[config.mk]
export PLATFORM = sky130hd
export DESIGN_NAME = alu_sched
export DESIGN_NICKNAME = d
export VERILOG_FILES = /design/src/rtl/alu_sched.sv
export SDC_FILE = /design/constraint.sdc
export NUM_CORES = 1
export LEC_CHECK = 0
export CAP_MARGIN = 25
export CORE_AREA = 8 8 107 109
export DETAILED_ROUTE_END_ITERATION = 8
export DIE_AREA = 0 0 115 117
export PLACE_DENSITY = 0.77
export SLEW_MARGIN = 30
export SYNTH_ARGS = -nofsm -noshare
export SYNTH_HDL_FRONTEND = slang
export SYNTH_SLANG_ARGS = --single-unit
[constraint.sdc]
create_clock -name clk -period 1.4 [get_ports clk]
set_input_delay 0.14 -clock clk [delete_from_list [all_inputs] [get_ports clk]]
set_output_delay 0.14 -clock clk [all_outputs]
set_load 0.02 [all_outputs]
[src/rtl/alu_sched.sv]
// alu_sched: two-port round-robin scheduler that holds operands stable on a shared
// combinational ALU for an op-dependent number of cycles, then returns the result.
module alu_sched #(
   parameter int W        = 16,
   parameter int LAT_CPLX = 4
) (
   input  logic         clk,
   input  logic         rst_n,
   input  logic         req0_valid,
   output logic         req0_ready,
   input  logic [W-1:0] req0_a,
   input  logic [W-1:0] req0_b,
   input  logic [3:0]   req0_op,
   input  logic         req1_valid,
   output logic         req1_ready,
   input  logic [W-1:0] req1_a,
   input  logic [W-1:0] req1_b,
   input  logic [3:0]   req1_op,
   output logic [W-1:0] alu_a,
   output logic [W-1:0] alu_b,
   output logic [3:0]   alu_control,
   input  logic [W-1:0] alu_result,
   input  logic [W-1:0] alu_result_x,
   output logic         rsp_valid,
   input  logic         rsp_ready,
   output logic         rsp_id,
   output logic [W-1:0] rsp_result,
   output logic [W-1:0] rsp_result_x,
   output logic         rsp_err,
   output logic         busy
);
   localparam logic [1:0] IDLE = 2'd0, EXEC = 2'd1, RESP = 2'd2;
   logic [1:0]   state;
   logic         last;
   logic [3:0]   cnt;
   logic         id_q, err_q;
   logic         g0, g1, accept, cplx, err_in;
   logic [W-1:0] a_in, b_in;
   logic [3:0]   op_in;
   // On a tie the requester not granted last time wins.
   assign g0         = req0_valid & (~req1_valid | last);
   assign g1         = req1_valid & (~req0_valid | ~last);
   assign req0_ready = rst_n & (state == IDLE) & g0;
   assign req1_ready = rst_n & (state == IDLE) & g1;
   assign accept     = req0_ready | req1_ready;
   assign a_in       = g1 ? req1_a : req0_a;
   assign b_in       = g1 ? req1_b : req0_b;
   assign op_in      = g1 ? req1_op : req0_op;
   assign cplx       = op_in[3:2] == 2'b10;
   assign err_in     = (op_in[3:2] == 2'b11) | ((op_in == 4'h9) & (b_in == '0));
   assign busy       = state != IDLE;
   always_ff @(posedge clk) begin
      if (!rst_n) begin
         state        <= IDLE;
         last         <= 1'b1;
         cnt          <= '0;
         id_q         <= 1'b0;
         err_q        <= 1'b0;
         alu_a        <= '0;
         alu_b        <= '0;
         alu_control  <= '0;
         rsp_valid    <= 1'b0;
         rsp_id       <= 1'b0;
         rsp_result   <= '0;
         rsp_result_x <= '0;
         rsp_err      <= 1'b0;
      end else begin
         case (state)
            IDLE: if (accept) begin
               alu_a       <= a_in;
               alu_b       <= b_in;
               alu_control <= op_in;
               id_q        <= g1;
               last        <= g1;
               err_q       <= err_in;
               cnt         <= cplx ? 4'(LAT_CPLX) : 4'd1;
               state       <= EXEC;
            end
            EXEC: begin
               cnt <= cnt - 4'd1;
               // ALU inputs have been stable for the full path delay by now.
               if (cnt == 4'd1) begin
                  rsp_result   <= alu_result;
                  rsp_result_x <= alu_result_x;
                  rsp_id       <= id_q;
                  rsp_err      <= err_q;
                  rsp_valid    <= 1'b1;
                  state        <= RESP;
               end
            end
            RESP: if (rsp_ready) begin
               rsp_valid <= 1'b0;
               state     <= IDLE;
            end
            default: state <= IDLE;
         endcase
      end
   end
endmodule

==> run metrics <==
status complete, but fails checks; violated checks negative setup slack; DR vias ~4,000; syn_area_per_cell 8.063 µm²; reg2reg setup slack -0.11 ns; CTS Buf Count 9; crit path kind flop to flop; CP Max Fanout 4; Initial DRC Count 219; r2r endpoint cnt[3]$_SDFFE_PN0P_; #FFs+latches synth 80; ant diodes 0; max-slew violations 0; TritonCTS clock tree done; Max Freq around 660 MHz; Placement Rows 37; RSZ-0062 raised after global routing true; PortBufs 182; Synth area leaders dfxtp_1 (46%), nand2_1 (16%), a311oi_1 (6.1%), a21boi_0 (5.2%), nor2_1 (3.8%); skew final 0.01591 ns; Worst Tran Pin Value 0.5116 ns; Max transition margin between 60 and 70%; Clk Latency, worst-skew pair 0.35 ns; vias in the first global route 4,140; Yosys cell types 40; Worst setup EP type flop; CP Data Required Time 1.64 ns; total core area 0.009907 mm²; final routed DRC violation total 0; hpwl dp roughly 9400 µm; DRT Wirelength 13,430 µm; leak pwr about 2.8 nW; I/O pins 183; R2R Path Start state[1]$_SDFFE_PN0P_; layout cells sized above 1 18.69%; Post-Place Cells 758; H-tree depth 3; initial antenna violation count 0; number of cells on the worst hold path 3; Reg2Reg Depth 5; Layout Nets between 700 and 800; Cell Area, Synth 0.003451 mm²; largest net degree at the start of global routing 39; Final Hold Viols 0; max cap viols 0; leading area contributor after synthesis dfxtp_1; hold path endpoint rsp_result[9]$_SDFFE_PN0P_; routed len/inst 16.92 µm; syn nets 539; Setup-failing EPs final 54; Cell Count, Final, Fillers Out 794; post-placement setup slack -0.4977 ns; clock sinks 80; post-synthesis sequential area ratio 46.41%; Clock Path Buffers 2; die area 0.01346 mm²; power per cell area around 1200 mW/mm²; Clock transition at path regs about 0.1 ns; Worst VDD drop between 600 and 700 µV; warnings from Yosys 0; critical path data arrival time about 1.8 ns; post-layout min period 1.511 ns; # fillers 903; antenna viol nets, final 0; CTS root buf clkbuf_8; Die Ht between 100 and 150 µm; Synth top area share between 40% and 50%; number of vias per cell roughly 5; GPL Wtd Cong 0.8778; startpoint type of the worst setup path flop; FF+latch area 0.001613 mm²; period utilization 107.9%; first-pass GRT wire length 20,240 µm; GRT Total Usage around a fifth; Initial Util approximately a third; drt pass-1 iters 4; die span in x 115 µm; worst min-delay path category primary input to flop; area grow syn2layout 83.43%; gate count of the mapped netlist 428; Hold Startpoint alu_result[9]; Hold-fix buffers, CTS 0; Multi-input gate area 0.001827 mm²; setup ws final -0.1107 ns; grt ovf 0
## routing by layer
metal	vias to the layer above	share of wire, %	global-route usage, %
met2	201	47	32.15
met3	25	12	9.082
met4	0	2.3	7.618
met1	1848	40	20.28
li1	1924	-	-
met5	-	0	0
## layout by cell type, fill, tap and decap left out, drive strengths merged, types with 5 or more instances in the layout
cell type and n:
clkdlybuf4s50 107, nor4 6, nand2 147, a21boi 28
a311oi 27, o211a 9, nor2 35, and3 5
a21oi 10, clkbuf 12, nand3 9, dfxtp 80
inv 6, buf 63, dlygate4sd2 72
## through the flow
stage	TNS, ns	power (W)	area [µm²]	utilization (%)	hold slack (ns)
after floorplan	0	0.003933	3462	-	0.2749
after detailed placement	-18.07	0.005221	5712	57.65	0.4453
after CTS	-1.120	0.007377	6217	62.76	0.3246
after global placement	-14.03	0.005147	5712	57.65	0.4412
final	-1.598	0.007425	6330	63.89	0.3271
after global routing	-6.426	0.007818	6330	63.89	0.3308
## cells by family (layout without fill, tap and decap cells)
| kind of cell | count (synthesis) | in the layout | synth area share [%] |
|---|---|---|---|
| compound gates | 90 | 90 | 20.96 |
| flops | 80 | 80 | 46.41 |
| buf+inv | 36 | 266 | 5.185 |
| simple gates | 220 | 220 | 26.72 |
| fa+ha+maj | 2 | 2 | 0.7250 |
## worst max-delay path by stage
stage	depth (start not counted)	endpoint	start	slack (ns)
finish	5	cnt[3]$_SDFFE_PN0P_	state[1]$_SDFFE_PN0P_	-0.11
CTS	5	cnt[3]$_SDFFE_PN0P_	state[1]$_SDFFE_PN0P_	-0.1
global placement	4	req0_ready	rst_n	-0.46
detailed placement	4	req0_ready	rst_n	-0.50
floorplan	4	cnt[3]$_SDFFE_PN0P_	state[1]$_SDFFE_PN0P_	0.005
global route	7	alu_b[14]$_SDFFE_PN0P_	state[1]$_SDFFE_PN0P_	-0.18
## registers in the layout, indices dropped and copies added (netlist names)
register	cells
alu_a	16
alu_b	16
rsp_result	16
rsp_result_x	16
alu_control	4
cnt	4
state	2
err_q	1
id_q	1
last	1
rsp_err	1
rsp_id	1
rsp_valid	1
## area by class of cell
cell class,count,area share [%]
clock buffers,10,2.016
clock inverters,6,1.463
inverters,5,0.2965
multi-input cells,312,28.86
flip-flops and latches,80,25.48
well taps,136,2.688
repair buffers,245,39.20
## repair_timing
item | CTS | global route
resized for setup | 133 | 31
cloned | 5 | 2
pin swaps | 24 | 12
endpoints found under the setup margin | 145 | 78
buffers inserted | 10 | 6
## synth_stat cells (all sizes together)
library cell / instances
nand2: 147
dfxtp: 80
nor2: 35
a21boi: 28
a311oi: 27
buf: 19
clkbuf: 12
a21oi: 10
nand3: 9
o211a: 9
nor4: 6
and3: 5
inv: 5
nand4: 4
o21ai: 4
a31oi: 3
and2: 2
ha: 2
nand2b: 2
nor2b: 2
nor3: 2
nor3b: 2
nor4b: 2
o21a: 2
a2111oi: 1
a21bo: 1
a22o: 1
and2b: 1
o211ai: 1
o21bai: 1
o31a: 1
o31ai: 1
or4: 1
## critical path, cell delays in order (launching register included)
cell and delay, ns:
dfxtp_4 0.38, buf_6 0.12, nand2b_4 0.13, or4_4 0.41, and3_4 0.19, o21a_1 0.17
## power by group
group	internal (W)	leakage (nW)	total, W	switching (W)
logic	0.00141	2.04	0.00275	0.00134
clock network	0.00102	0.103	0.00191	0.000890
registers	0.00258	0.656	0.00277	0.000189
total	0.00500	2.80	0.00742	0.00242
(Power assumes the default switching activity.)
